## config.mk

```make
export PLATFORM = sky130hd
export DESIGN_NAME = vram_arbiter
export DESIGN_NICKNAME = d
export VERILOG_FILES = /design/src/rtl/vram_arbiter.sv
export SDC_FILE = /design/constraint.sdc
export NUM_CORES = 1
export LEC_CHECK = 0
export CORE_UTILIZATION = 37
export DETAILED_ROUTE_END_ITERATION = 10
export PLACE_DENSITY = 0.81
export SLEW_MARGIN = 20
export SYNTH_ARGS = -nofsm -noshare
export SYNTH_HDL_FRONTEND = slang
export SYNTH_SLANG_ARGS = --single-unit
```

## constraint.sdc

```tcl
create_clock -name clk -period 2.25 [get_ports clk]
set_input_delay 0.45 -clock clk [delete_from_list [all_inputs] [get_ports clk]]
set_output_delay 0.45 -clock clk [all_outputs]
set_load 0.05 [all_outputs]
```

## src/rtl/vram_arbiter.sv

```systemverilog
// VRAM time-slot arbiter: an 8-slot cell shared by display fetches and CPU accesses.
// Define VRAM_ARBITER_EXTRA_SLOTS_EN to let slots 5 and 6 also serve CPU requests.
module vram_arbiter #(
   parameter int ADDR_WIDTH = 15
) (
   input  logic                  clk,
   input  logic                  reset_n,
   input  logic                  slot_en,
   input  logic                  line_start,
   input  logic [ADDR_WIDTH-1:0] disp_name_addr,
   input  logic [ADDR_WIDTH-1:0] disp_colour_addr,
   input  logic [ADDR_WIDTH-1:0] disp_pattern_addr,
   output logic [7:0]            disp_name,
   output logic [7:0]            disp_colour,
   output logic [7:0]            disp_pattern,
   output logic                  disp_valid,
   input  logic                  cpu_rd_req,
   input  logic [ADDR_WIDTH-1:0] cpu_rd_addr,
   output logic                  cpu_rd_ack,
   output logic [7:0]            cpu_rd_data,
   input  logic                  cpu_wr_req,
   input  logic [ADDR_WIDTH-1:0] cpu_wr_addr,
   input  logic [7:0]            cpu_wr_data,
   output logic                  cpu_wr_ack,
   output logic [ADDR_WIDTH-1:0] ram_addr,
   output logic                  ram_we,
   output logic [7:0]            ram_wdata,
   input  logic [7:0]            ram_rdata
);

   typedef enum logic [2:0] {
      OWN_NONE,
      OWN_NAME,
      OWN_COLOUR,
      OWN_PATTERN,
      OWN_CPU_RD,
      OWN_CPU_WR
   } owner_t;

   logic [2:0] slot;
   logic [2:0] slot_next;
   owner_t     owner_p0;
   owner_t     owner_next;
   logic       rd_served;
   logic       wr_served;
   logic       rd_pending;
   logic       wr_pending;

   always_comb begin
      slot_next  = line_start ? 3'd0 : slot + 3'd1;
      rd_pending = cpu_rd_req && !rd_served;
      wr_pending = cpu_wr_req && !wr_served;
      owner_next = OWN_NONE;
      case (slot_next)
         3'd0: owner_next = OWN_NAME;
         3'd1: owner_next = OWN_COLOUR;
         3'd2: owner_next = OWN_PATTERN;
         3'd3: owner_next = rd_pending ? OWN_CPU_RD : OWN_NONE;
         3'd4: owner_next = wr_pending ? OWN_CPU_WR : OWN_NONE;
`ifdef VRAM_ARBITER_EXTRA_SLOTS_EN
         3'd5: owner_next = rd_pending ? OWN_CPU_RD : (wr_pending ? OWN_CPU_WR : OWN_NONE);
         3'd6: owner_next = wr_pending ? OWN_CPU_WR : (rd_pending ? OWN_CPU_RD : OWN_NONE);
`endif
         default: owner_next = OWN_NONE;
      endcase
   end

   always_ff @(posedge clk or negedge reset_n) begin
      if (!reset_n) begin
         slot         <= 3'd0;
         owner_p0     <= OWN_NONE;
         rd_served    <= 1'b0;
         wr_served    <= 1'b0;
         ram_addr     <= '0;
         ram_we       <= 1'b0;
         ram_wdata    <= 8'h00;
         disp_name    <= 8'h00;
         disp_colour  <= 8'h00;
         disp_pattern <= 8'h00;
         disp_valid   <= 1'b0;
         cpu_rd_data  <= 8'h00;
         cpu_rd_ack   <= 1'b0;
         cpu_wr_ack   <= 1'b0;
      end else begin
         disp_valid <= 1'b0;
         cpu_rd_ack <= 1'b0;
         cpu_wr_ack <= 1'b0;
         if (!cpu_rd_req) rd_served <= 1'b0;
         if (!cpu_wr_req) wr_served <= 1'b0;
         if (slot_en) begin
            slot <= slot_next;
            // Leaving a slot: retire whatever the owner tag says was issued,
            // independent of where a resync moves the slot counter.
            case (owner_p0)
               OWN_NAME:    disp_name <= ram_rdata;
               OWN_COLOUR:  disp_colour <= ram_rdata;
               OWN_PATTERN: begin
                  disp_pattern <= ram_rdata;
                  disp_valid   <= 1'b1;
               end
               OWN_CPU_RD: begin
                  cpu_rd_data <= ram_rdata;
                  cpu_rd_ack  <= 1'b1;
               end
               OWN_CPU_WR: cpu_wr_ack <= 1'b1;
               default: ;
            endcase
            // Entering a slot: issue its access; idle slots keep the old address.
            owner_p0 <= owner_next;
            ram_we   <= 1'b0;
            case (owner_next)
               OWN_NAME:    ram_addr <= disp_name_addr;
               OWN_COLOUR:  ram_addr <= disp_colour_addr;
               OWN_PATTERN: ram_addr <= disp_pattern_addr;
               OWN_CPU_RD: begin
                  ram_addr  <= cpu_rd_addr;
                  rd_served <= 1'b1;
               end
               OWN_CPU_WR: begin
                  ram_addr  <= cpu_wr_addr;
                  ram_wdata <= cpu_wr_data;
                  ram_we    <= 1'b1;
                  wr_served <= 1'b1;
               end
               default: ;
            endcase
         end
      end
   end

endmodule
```

### Yosys cells after proc, flatten, opt, wreduce, memory -nomap -nowiden

Cells that the tools add are included.

* $add $sub $neg: 1
* $mul: 0
* divide/modulo/power cells: 0
* $lt $le $gt $ge: 0
* eq/ne operators: 14
* shift operators: 0
* mux-type cells: 18
* bitwise gates (word level): 0
* reduce and logical (&&, ||, !) cells: 12

Operators by type and width (number)
* $pmux 15 s5: 1
* $eq 3x2->1 const B: 6
* $eq 3x3->1 const B: 5
* $pmux 3 s5: 1
* $mux 1: 13
* $reduce_and 2->1: 6
* $eq 3x1->1 const B: 3
* $mux 3: 3
* $reduce_bool 5->1: 1
* $add 3x1->3 const B: 1
* $logic_not 3->1: 1
* $logic_and 1x1->1: 2
* $logic_not 1->1: 2

* flip-flop bits (word level): 67
* latch bits: 0
* RAM bits: 0
* ROM bits: 0
* input bits: 97
* memories kept: 0

### Depth between registers and ports, before layout

* depth after elaboration: 7
* depth in mapped cells: 9
* depth with buffers taken out: 6

### Least setup slack after synthesis

Ideal clock, no wire load.

* kind: register to register
* from: reg slot[0]
* to: reg ram_addr[10]
* setup time: 77 ps
* arrival time: 2138 ps
* path slack: 34 ps
* stages on the path, launching flop included: 9
* buffers on the path: 2
* cells stage by stage: dfrtp_1 ha_1 buf_2 and4bb_2 o31ai_1 o21bai_1 buf_4 a2bb2oi_1 a21oi_1

* word-level cells in the longest chain between the ends: 7
* elaborated cells between the ends (all ways): 16
* those cells by class: add/sub: 1; eq/ne: 9; mux: 3; reduce/logical: 3

RTL lines
* from (decl): RTL line 40 `logic [2:0] slot;`
* from (signal assigned): RTL line 91 `slot <= slot_next;`
* $add 3x1->3 (*): RTL line 50 `slot_next = line_start ? 3'd0 : slot + 3'd1;`
* $mux 3 (*): RTL line 50
* $eq 3x3->1 (tied with other cells): RTL line 54 `case (slot_next)`
* $pmux 3 s5 (*): RTL line 54
* $eq 3x3->1 (tied with other cells): RTL line 111 `case (owner_next)`
* $reduce_bool 5->1 (no line)
* $reduce_and 2->1 (no line)
* to (signal assigned): RTL line 112 `OWN_NAME: ram_addr <= disp_name_addr;`
* to (signal assigned): RTL line 113 `OWN_COLOUR: ram_addr <= disp_colour_addr;`
* to (signal assigned): RTL line 114 `OWN_PATTERN: ram_addr <= disp_pattern_addr;`
* to (decl): RTL line 25 `output logic [ADDR_WIDTH-1:0] ram_addr,`

Every way passes the cells marked *; elsewhere a longest branch is shown, timed or not.
A chain may end at the register's enable or synchronous reset.

### Worst setup path after layout

* from: reg slot[0]
* to: reg ram_wdata[1]

* word-level cells in the longest chain between the ends: 6
* elaborated cells between the ends (all ways): 10
* those cells by class: add/sub: 1; eq/ne: 5; mux: 2; reduce/logical: 2

RTL lines
* $add 3x1->3 (*): RTL line 50
* $mux 3 (*): RTL line 50
* $eq 3x3->1 (tied with other cells): RTL line 54
* $pmux 3 s5 (*): RTL line 54
* $eq 3x3->1 (*): RTL line 111
* $reduce_and 2->1 (no line) (*)
* to (signal assigned): RTL line 121 `ram_wdata <= cpu_wr_data;`
* to (decl): RTL line 27 `output logic [7:0] ram_wdata,`

Marked as above.

==> impl_metrics.ini <==
[placement]
io_buffers = 155
dp_hpwl_um = 7080
dpl.cell_count = 532
dp_slack_ns = -0.117
place_area_um2 = 5000
gp_congestion = 0.852

[power]
power.density_nw_per_um2 = 1210
clkPwrFrac_pct = 15.8
pwr-share-seq_pct = 29.3
power_frac_comb_pct = 54.9
leakagePower_nw = 2.19
irDropWorstVdd_uv = 948
net-switching-power_mw = 2.81
internal_power_mw = 3.49
swShare_pct = 44.6

[routing]
dr.pass1.iters = 4
drc = 0
drtAntennaViolNets = 0
wl_um = 9430
wl_per_cell_um = 17.2
drt-initial-drc-count = 185
vias = 2920
via_per_inst = 5.33

[run_status]
status = completed

[timing]
finalSetupViolCount = 0
worst_slew_pin_slew_ns = 0.724
maxSlewViolCount = 0
layout_setup_ws_ns = 0.146
fin_setup_tns_ns = 0
slew-limit-headroom_pct = 51.7
skew_ns = 0.0139
rsz0062_at_grt = no
post-route-min-period_ns = 2.10
fin_crit_sh_pct = 93.5
fmax_ghz = 0.475
hold_viol_final = 0

[synthesis]
synth_nets = 365
synth_ff_type = dfrtp_1
yosysSeqAreaShare_pct = 52.5
yosysWarnings = 0
avgSynthCellArea_um2 = 11.9
synth_edf_count = 0
syn_area_um2 = 3190
synth_cells = 267
async_reset_ff_share_pct = 100
ys_seq_elements = 67
synthDistinctLibCells = 46

[floorplanning]
dieHeight_um = 94.9
die_x_um = 94.9
floorplan.initialDensity_pct = 38.4
rows = 33
ioPinCount = 156
dieArea_um2 = 9000
core_um2 = 8300

[cells_and_area]
final_area_um2 = 5200
final_cell_mix = clkdlybuf4s50_1 (154), dfrtp_1 (67), mux2_2 (40)
area_growth_pct = 63.1
drive_above_1_share_pct = 20.5
utilization_pct = 62.7
final_common_cell = clkdlybuf4s50_1
multi_input_area_um2 = 1420
regArea_um2 = 1680
final_nets = 536
fin_cells = 548
num-fill-cells = 673
diodes = 0

[clock_network]
ctsHoldBuffers = 0
root_buffer = clkbuf_8
h-tree-depth = 3
cts_tree = yes
clockBufferDepth = 2
cts_buffers = 9
clkSinkCount = 67
cts.clk_slew.worst_paths_ns = 0.08
insertion_delay_ns = 0.33

[global_routing]
met2_usage_pct = 38.2
met3_usage_pct = 4.11
grt.overflow.total = 0
grt_pass1_wl_um = 15000
grt_max_degree = 40
antenna_found_initial = 0
grt_busiest_layer = met2
use_met1_pct = 26.9
grt_pass1_vias = 3051
grt_usage_pct = 21.7

[setup_path]
slowest_delay_ns = 0.39
r2r_setup_slack_ns = 0.15
path_common_cell = buf_4
critPathSlowestCell = dfrtp_1
cp_num_buf_inv = 2
path_class = register to register
crit_required_ns = 2.46
end_kind = register
worstPathMaxFanout = 10
crit_path_cell_trace = ha_1 > xor2_2 > buf_4 > nand2_4 > nor4_4 > buf_4 > mux2_2
start_kind = register
crit_family = buffers and inverters
arrival_ns = 2.31

[run]
maxCapViolations = 0

[hold_path]
hold_class = primary input to asynchronous set/reset pin
==> cell type report <==
class	count	area share [%]
Clock buffer	9	2.38
Clock inverter	7	1.42
Inverter	5	0.361
Multi-Input combinational cell	177	27.3
Sequential cell	67	32.2
Tap cell	105	2.53
Timing Repair Buffer	178	33.8
==> Yosys cell counts, types with 2 or more instances <==
master,number,share of area (%)
dfrtp_1,67,53
mux2_2,40,14
a21oi_1,29,4.5
nor2_1,22,2.6
a221o_1,13,4.1
a22oi_1,12,2.8
a2bb2oi_1,12,3.3
clkbuf_1,12,1.4
buf_2,5,0.78
inv_1,5,0.59
nand2_1,3,0.35
nor3_1,3,0.47
o21ai_0,3,0.47
o31ai_1,3,0.71
a211oi_1,2,0.47
a21o_1,2,0.47
a222oi_1,2,0.63
and3_1,2,0.39
nand3_1,2,0.31
xnor2_1,2,0.55
==> repair_timing <==
item / CTS / global route
gates resized for setup: 1 / 1
buffers inserted: 0 / 0
setup endpoints to repair: 4 / 12
hold endpoints to repair: 0 / 0
pin swaps: 0 / 0
==> power groups by stage <==
stage / combinational [mW] / clock [mW] / sequential (mW)
2_1_floorplan: 0.820 / 0 / 3.20
3_3_place_gp: 3.41 / 0 / 1.84
3_5_place_dp: 3.46 / 0 / 1.87
4_1_cts: 3.47 / 1.02 / 1.85
5_1_grt: 3.63 / 1.08 / 1.90
6_report: 3.45 / 0.996 / 1.84
==> registers in the layout, indices dropped and copies added, names as in the netlist, 3 cells and up <==
name,flops
disp_colour,8
ram_addr,15
slot,3
ram_wdata,8
owner_p0,3
cpu_rd_data,8
disp_pattern,8
disp_name,8
==> layer usage <==
layer	part of all wire (%)	vias to the layer above
met1	41	1419
met2	50	132
met4	0.84	0
li1	-	1361
met5	0	-
met3	7.9	8
==> path summary, 6_finish.rpt <==
kind	startpoint	end	depth (start not counted)
min reg2reg	disp_name[2]$_DFFE_PN0P_	disp_name[2]$_DFFE_PN0P_	1
max	slot[0]$_DFFE_PN0P_	ram_wdata[1]$_DFFE_PN0P_	7
max reg2reg	slot[0]$_DFFE_PN0P_	ram_wdata[1]$_DFFE_PN0P_	7
min	reset_n	ram_addr[10]$_DFFE_PN0P_	1
min in group clk	disp_name[2]$_DFFE_PN0P_	disp_name[2]$_DFFE_PN0P_	1
max in group asynchronous	reset_n	disp_pattern[1]$_DFFE_PN0P_	2
==> logic make-up (layout without fill, tap and decap cells) <==
group                    count (synthesis)  count (layout)  share of synthesized area [%]
AO/OA/AOI/OAI                           87              87                           20.0
flip-flops                              67              67                           52.5
AND/OR/NAND/NOR                         45              45                           8.55
multiplexers                            41              41                           14.4
buffers and inverters                   23             199                           3.02
XOR/XNOR                                 3               3                           1.06
adder cells (fa/ha/maj)                  1               1                          0.392
==> worst reg2reg max path, cell delays in order (launching register included) <==
cell     delay [ns]
dfrtp_1        0.39
ha_1           0.28
xor2_2         0.26
buf_4          0.20
nand2_4        0.08
nor4_4         0.20
buf_4          0.22
mux2_2         0.35
==> stage by stage <==
stage | hold slack (ns) | total power, mW
2_1_floorplan | 0.154 | 4.02
3_3_place_gp | 0.469 | 5.25
3_5_place_dp | 0.494 | 5.32
4_1_cts | 0.191 | 6.35
5_1_grt | 0.204 | 6.61
6_report | 0.167 | 6.29
No activity file was read; power rests on OpenSTA's default activity.
